===== config.mk =====
export PLATFORM = sky130hd
export DESIGN_NAME = mem_access_stage
export DESIGN_NICKNAME = d
export VERILOG_FILES = /design/src/rtl/mem_access_stage.sv
export SDC_FILE = /design/constraint.sdc
export NUM_CORES = 2
export LEC_CHECK = 0
export CAP_MARGIN = 10
export CELL_PAD_IN_SITES_DETAIL_PLACEMENT = 1
export CELL_PAD_IN_SITES_GLOBAL_PLACEMENT = 1
export CORE_MARGIN = 5
export CORE_UTILIZATION = 57
export CTS_CLUSTER_DIAMETER = 30
export DETAILED_ROUTE_END_ITERATION = 8
export MAX_ROUTING_LAYER = met4
export PLACE_DENSITY = 0.95
export SLEW_MARGIN = 20
export SYNTH_ARGS = -nofsm -noshare
export SYNTH_HDL_FRONTEND = slang
export SYNTH_SLANG_ARGS = --single-unit

===== constraint.sdc =====
create_clock -name clk -period 13 [get_ports clk]
set_clock_uncertainty 0.2 [all_clocks]
set_input_delay 1.3 -clock clk [delete_from_list [all_inputs] [get_ports clk]]
set_output_delay 1.3 -clock clk [all_outputs]
set_load 0.01 [all_outputs]

===== src/rtl/mem_access_stage.sv =====
// rtl/mem_access_stage.sv - MIPS MEM stage: multi-cycle data memory access with upstream freeze.
// Optional build macro: MEM_MISALIGN_CHK_EN (suppress and flag LD/ST with ALURes_EXE[1:0] != 0).
module mem_access_stage #(
    parameter int WORD_LEN          = 32,
    parameter int REG_FILE_ADDR_LEN = 5,
    parameter int DMEM_DEPTH        = 64,
    parameter int MEM_LAT           = 2
) (
    input  logic                         clk,
    input  logic                         rst,
    input  logic                         in_valid,
    input  logic [WORD_LEN-1:0]          ALURes_EXE,
    input  logic [WORD_LEN-1:0]          ST_value_EXE,
    input  logic [REG_FILE_ADDR_LEN-1:0] dest_EXE,
    input  logic                         WB_EN_EXE,
    input  logic                         MEM_R_EN_EXE,
    input  logic                         MEM_W_EN_EXE,
    output logic                         freeze,
    output logic [REG_FILE_ADDR_LEN-1:0] dest_MEM,
    output logic                         WB_EN_MEM,
    output logic [WORD_LEN-1:0]          ALURes_WB,
    output logic [WORD_LEN-1:0]          dataMem_out_WB,
    output logic [REG_FILE_ADDR_LEN-1:0] dest_WB,
    output logic                         WB_EN_WB,
    output logic                         MEM_R_EN_WB,
    output logic [WORD_LEN-1:0]          WB_result,
    output logic                         misalign_err
);
    localparam int ADDR_W = $clog2(DMEM_DEPTH);
    localparam int CNT_W  = $clog2(MEM_LAT + 1);

    typedef enum logic {IDLE, BUSY} state_t;

    state_t                         state, state_next;
    logic [CNT_W-1:0]               cnt, cnt_next;
    logic                           commit, latch_en;

    logic [WORD_LEN-1:0]            lat_alu, lat_st;
    logic [REG_FILE_ADDR_LEN-1:0]   lat_dest;
    logic                           lat_wb, lat_r, lat_w;

    // Instruction being committed this edge: EXE inputs in IDLE, latched copy in BUSY.
    logic [WORD_LEN-1:0]            c_alu, c_st;
    logic [REG_FILE_ADDR_LEN-1:0]   c_dest;
    logic                           c_wb, c_r, c_w, c_mis;
    logic [ADDR_W-1:0]              c_idx;
    logic                           mem_we;
    logic                           unused_bits;

    logic [WORD_LEN-1:0]            mem [DMEM_DEPTH];

    always_comb begin
        state_next = state;
        cnt_next   = cnt;
        commit     = 1'b0;
        latch_en   = 1'b0;
        c_alu      = ALURes_EXE;
        c_st       = ST_value_EXE;
        c_dest     = dest_EXE;
        c_wb       = WB_EN_EXE;
        c_r        = MEM_R_EN_EXE;
        c_w        = MEM_W_EN_EXE;
        case (state)
            IDLE: begin
                if (in_valid) begin
                    if ((MEM_R_EN_EXE || MEM_W_EN_EXE) && (MEM_LAT > 1)) begin
                        latch_en   = 1'b1;
                        state_next = BUSY;
                        cnt_next   = CNT_W'(MEM_LAT - 1);
                    end else begin
                        commit = 1'b1;
                    end
                end
            end
            BUSY: begin
                c_alu  = lat_alu;
                c_st   = lat_st;
                c_dest = lat_dest;
                c_wb   = lat_wb;
                c_r    = lat_r;
                c_w    = lat_w;
                if (cnt == CNT_W'(1)) begin
                    commit     = 1'b1;
                    state_next = IDLE;
                    cnt_next   = '0;
                end else begin
                    cnt_next = cnt - CNT_W'(1);
                end
            end
            default: state_next = IDLE;
        endcase
    end

`ifdef MEM_MISALIGN_CHK_EN
    assign c_mis = (c_r || c_w) && (c_alu[1:0] != 2'b00);
`else
    assign c_mis = 1'b0;
`endif

    assign c_idx       = c_alu[ADDR_W+1:2];
    assign mem_we      = commit && c_w && !c_mis && !rst;
    assign unused_bits = ^{c_alu[WORD_LEN-1:ADDR_W+2], c_alu[1:0]};

    always_ff @(posedge clk) begin
        if (rst) begin
            state <= IDLE;
            cnt   <= '0;
        end else begin
            state <= state_next;
            cnt   <= cnt_next;
        end
    end

    always_ff @(posedge clk) begin
        if (latch_en) begin
            lat_alu  <= ALURes_EXE;
            lat_st   <= ST_value_EXE;
            lat_dest <= dest_EXE;
            lat_wb   <= WB_EN_EXE;
            lat_r    <= MEM_R_EN_EXE;
            lat_w    <= MEM_W_EN_EXE;
        end
    end

    always_ff @(posedge clk) begin
        if (mem_we) begin
            mem[c_idx] <= c_st;
        end
    end

    // Reading mem here returns the pre-write word when a combined LD/ST commits.
    always_ff @(posedge clk) begin
        if (rst) begin
            ALURes_WB      <= '0;
            dataMem_out_WB <= '0;
            dest_WB        <= '0;
            WB_EN_WB       <= 1'b0;
            MEM_R_EN_WB    <= 1'b0;
        end else if (commit) begin
            ALURes_WB   <= c_alu;
            dest_WB     <= c_dest;
            WB_EN_WB    <= c_wb && !c_mis;
            MEM_R_EN_WB <= c_r;
            if (c_r) begin
                dataMem_out_WB <= mem[c_idx];
            end
        end else begin
            WB_EN_WB    <= 1'b0;
            MEM_R_EN_WB <= 1'b0;
        end
    end

`ifdef MEM_MISALIGN_CHK_EN
    always_ff @(posedge clk) begin
        if (rst) begin
            misalign_err <= 1'b0;
        end else begin
            misalign_err <= commit && c_mis;
        end
    end
`else
    assign misalign_err = 1'b0;
`endif

    assign freeze    = (state == BUSY);
    assign dest_MEM  = (state == BUSY) ? lat_dest : dest_EXE;
    assign WB_EN_MEM = (state == BUSY) ? lat_wb : (WB_EN_EXE && in_valid);
    assign WB_result = MEM_R_EN_WB ? dataMem_out_WB : ALURes_WB;

endmodule


==> flow_metrics.py, run 1 <==
metrics = {
    "global_routing": {
        "first_global_vias": 71400,
        "gr-total-overflow": 145,
        "grt_pass1_wl_um": 688000,
        "grt_use_total_pct": 69.6,
        "grt_max_degree": 151,
    },
    "synthesis": {
        "syn_area_um2": 81900,
        "seq_area_frac_synth_pct": 79.6,
        "synth_most_common_cell": "edfxtp_1",
        "synthArstFlopShare_pct": 0,
        "syn_inst": 4828,
        "synth_top_flop_cell": "edfxtp_1",
        "synth_compound_area_share_pct": 10.9,
        "synth_cell_types": 63,
        "synth_seq_cells": 2194,
        "synthTopCellsByArea": "edfxtp_1 (78%), a22oi_1 (5.5%), mux2i_1 (2.7%)",
        "synth-xor-area-share_pct": 0,
        "synth-edff-count": 2120,
        "synth_top_area_share_pct": 77.8,
        "yosys-mux-area-fraction_pct": 3.75,
        "yosys.area_share.adder_pct": 0.0153,
        "yosysTopAreaCell": "edfxtp_1",
        "yosys.area_share.simple_pct": 3.78,
        "synth_common_cells": "edfxtp_1 (2120), a22oi_1 (601), nand2_1 (435)",
        "synthesis.nets": 4904,
        "ys.warnings.count": 0,
        "syn_avg_cell_area_um2": 17.0,
        "synth_top_family_by_area": "compound AO/OA/AOI/OAI gates",
    },
    "run_status": {
        "error_line": "[ERROR GRT-0116] Global routing finished with congestion. Check the congestion regions in the DRC Viewer.",
        "status": "aborted with a tool error",
        "lastStage": "5_1_grt",
    },
    "clock_tree": {
        "post-cts-setup-buffers": 0,
        "cts_max_path_buffers": 4,
        "cts_buffers": 399,
        "clockRootBuffer": "clkbuf_16",
        "clkSinkCount": 2194,
        "ctsResizeCount": 0,
        "htree_levels": 5,
        "cts-hold-fix-buffers": 0,
    },
    "die": {
        "die_y_um": 389,
        "die_w_um": 389,
        "rows": 139,
        "start_util_pct": 57.2,
        "io_pins": 186,
    },
    "placement": {
        "hpwlAfterDp_um": 168000,
        "portBuffers": 184,
        "pre_cts_slack_ns": 6.16,
        "place_congestion": 0.850,
    },
}
per-stage QoR:
stage | cell area [µm²] | instances
after floorplan | 81900 | 4828
after global placement | 86100 | 6720
after detailed placement | 86100 | 6720
after CTS | 99800 | 7435
layer usage:
metal	overflow	global-route usage (%)
met1	10	69.5
met2	76	82.3
met4	52	60.8
met3	7	58.5
met5	-	-
cell families after synthesis:
kind of cell / after synthesis
compound gates: 1293
fa+ha+maj: 1
buf+inv: 317
flops: 2194
mux: 295
simple gates: 727
other cells: 1
==> run 2, diff against run 1 <==
==> config.mk (replaced) <==
export PLATFORM = sky130hd
export DESIGN_NAME = mem_access_stage
export DESIGN_NICKNAME = d
export VERILOG_FILES = /design/src/rtl/mem_access_stage.sv
export SDC_FILE = /design/constraint.sdc
export NUM_CORES = 2
export LEC_CHECK = 0
export CAP_MARGIN = 10
export CORE_MARGIN = 5
export CORE_UTILIZATION = 40
export DETAILED_ROUTE_END_ITERATION = 8
export PLACE_DENSITY_LB_ADDON = 0.15
export SLEW_MARGIN = 20
export SYNTH_ARGS = -nofsm -noshare
export SYNTH_HDL_FRONTEND = slang
export SYNTH_SLANG_ARGS = --single-unit
==> flow_metrics.py, run 2 <==
metrics = {
    "run_status": {
        "status": "finished, final reports clean",
    },
    "synthesis": {
        "synth_cell_types": 63,
        "synthesis.nets": 4904,
        "seq_area_frac_synth_pct": 79.6,
        "synth_top_flop_cell": "edfxtp_1",
        "syn_avg_cell_area_um2": 17.0,
        "synth_common_cells": "edfxtp_1 (2120), a22oi_1 (601), nand2_1 (435)",
        "yosysTopAreaCell": "edfxtp_1",
        "synth_top_area_share_pct": 77.8,
        "synth_most_common_cell": "edfxtp_1",
        "synth-edff-count": 2120,
        "synthArstFlopShare_pct": 0,
        "syn_area_um2": 81900,
        "syn_inst": 4828,
        "synthTopCellsByArea": "edfxtp_1 (78%), a22oi_1 (5.5%), mux2i_1 (2.7%)",
        "synth_seq_cells": 2194,
        "ys.warnings.count": 0,
    },
    "drt": {
        "first_pass_iters": 6,
        "vias_per_cell": 5.97,
        "wirelength_um": 263000,
        "num_vias": 47600,
        "drtIter0Drc": 5221,
        "wl_per_cell_um": 33.1,
        "drcViolationCount": 0,
        "antenna_left": 0,
    },
    "timing": {
        "finalMaxSlewViolations": 0,
        "min_period_ns": 5.37,
        "worst_pin_slew_ns": 1.23,
        "hold_viol_final": 0,
        "rsz0062_at_grt": "false",
        "finalCritPeriodShare_pct": 41.3,
        "finalSetupViolCount": 0,
        "fin_setup_tns_ns": 0,
        "slew_headroom_pct": 17.7,
        "max_freq_mhz": 186,
        "whs_ns": 0.254,
    },
    "die": {
        "coreArea_um2": 204000,
        "die_w_um": 462,
        "die-area_um2": 214000,
        "rows": 166,
        "die_y_um": 462,
        "io_pins": 186,
        "start_util_pct": 40.1,
    },
    "job": {
        "drv_cap": 0,
    },
    "global_routing": {
        "grt_max_degree": 114,
        "grt_pass1_wl_um": 368000,
        "grt_use_total_pct": 24.0,
        "gr-total-overflow": 0,
        "first_global_vias": 46400,
        "grt_antenna_before_repair": 13,
    },
    "clock_tree": {
        "cts_buffers": 218,
        "htree_levels": 4,
        "path_clk_slew_ns": 0.06,
        "ctsResizeCount": 0,
        "cts_tree": "yes",
        "clockRootBuffer": "clkbuf_16",
        "clkSinkCount": 2194,
        "insertion_delay_ns": 0.84,
        "cts-hold-fix-buffers": 0,
        "post-cts-setup-buffers": 0,
        "cts_max_path_buffers": 3,
    },
    "pwr": {
        "peakVddDrop_mv": 0.148,
        "leakagePower_nw": 29.0,
        "p_per_area_nw_per_um2": 159,
    },
    "placement": {
        "place_congestion": 0.769,
        "hpwlAfterDp_um": 142000,
        "placed_cells": 7555,
        "portBuffers": 184,
    },
    "cells_and_area": {
        "drive_gt1_share_pct": 12.4,
        "fillers": 17500,
        "final_cells": 7968,
        "regArea_um2": 65100,
        "largest_reg_flops": 2048,
        "layout_commonest_cell": "edfxtp_1",
        "top_register": "mem",
        "syn2layout_area_growth_pct": 15.3,
        "num-nets-final": 5163,
        "layout_common_cells": "edfxtp_1 (2120), a22oi_1 (601), nand2_1 (433)",
        "multi_input_area_um2": 15900,
    },
    "setup_path": {
        "crit_arrival_ns": 5.90,
        "reg2reg_slack_ns": 7.80,
        "timing.rr.start": "freeze",
        "cp-end-kind": "flop",
        "worstReg2RegEnd": "mem[43][20]",
        "slowest_delay_ns": 0.90,
        "cp-start-kind": "input port",
        "critPathKind": "in2reg",
        "path_max_fanout": 85,
        "crit_path_cell_trace": "clkdlybuf4s50_1, mux2i_4, buf_4, buf_4, nand2_1, a21oi_1, nor4_1, o22ai_1, nor4_1, a311oi_1",
        "cp.required_ns": 13.54,
        "r2r_cells": 7,
        "cp_slowest_cell": "buf_4",
    },
    "worst_hold_path": {
        "holdPathEnd": "dest_WB[3]",
        "min_path_type": "reg2reg",
        "whs_path_depth": 2,
        "hp-start": "dest_WB[3]",
    },
}
## run 2: cell type report
| type | instances | area share, % |
|---|---|---|
| Tap cell | 2688 | 3.56 |
| Antenna cell | 4 | 0.0106 |
| Clock inverter | 120 | 0.913 |
| Sequential cell | 2194 | 69.0 |
| Clock buffer | 289 | 6.30 |
| Multi-Input combinational cell | 2317 | 16.8 |
| Timing Repair Buffer | 353 | 3.41 |
| Inverter | 3 | 0.0119 |
## run 2: worst max-delay path by stage
stage	slack [ns]	endpoint	cells after the start	start
final	7.63	dataMem_out_WB[28]	10	ALURes_EXE[2]
after global routing	7.51	dataMem_out_WB[28]	10	ALURes_EXE[2]
after CTS	7.65	dataMem_out_WB[28]	10	ALURes_EXE[2]
after detailed placement	6.75	dataMem_out_WB[28]	10	ALURes_EXE[2]
after global placement	6.09	dataMem_out_WB[8]	9	ALURes_EXE[2]
after floorplan	7.57	lat_alu[0]	2	in_valid
## run 2: logic make-up (layout without fill, tap and decap cells)
family	count (synthesis)	in the layout	share of synthesized area, %
buffers and inverters	317	765	1.95
multiplexers	295	295	3.75
other	1	5	0.00458
adder cells (fa/ha/maj)	1	1	0.0153
AND/OR/NAND/NOR	727	727	3.78
flip-flops	2194	2194	79.6
AO/OA/AOI/OAI	1293	1293	10.9
## run 2: critical path: cells and delay by family
| kind | cells | cell delay, ns |
|---|---|---|
| AND/OR/NAND/NOR | 3 | 0.51 |
| buffers and inverters | 3 | 2.50 |
| AO/OA/AOI/OAI | 3 | 1.21 |
| multiplexers | 1 | 0.30 |
## run 2: per-stage QoR
step	cell area, µm²	total power, W	utilization [%]	setup WS [ns]
4_1_cts	94400	0.0151	46.2	7.65
5_1_grt	94400	0.0155	46.2	7.51
3_3_place_gp	87500	0.00912	42.8	6.09
6_report	94400	0.0151	46.3	7.63
3_5_place_dp	87600	0.00914	42.9	6.75
2_1_floorplan	81900	0.00862	-	7.57
## run 2: where the power goes
group	switching [W]	internal, W	total [W]
logic	0.000771	0.000298	0.00107
registers	0.0000345	0.00788	0.00791
clock network	0.00266	0.00342	0.00608
total	0.00346	0.0116	0.0151
## run 2: per-layer routing
layer | track usage (%) | wire [µm] | share of wire [%]
met5 | 0 | 0 | 0
met4 | 7.72 | 9020 | 3.4
met1 | 32.3 | 108000 | 41
met3 | 4.27 | 19000 | 7.2
met2 | 39.6 | 127000 | 48
Power figures use the tool's default switching activity.
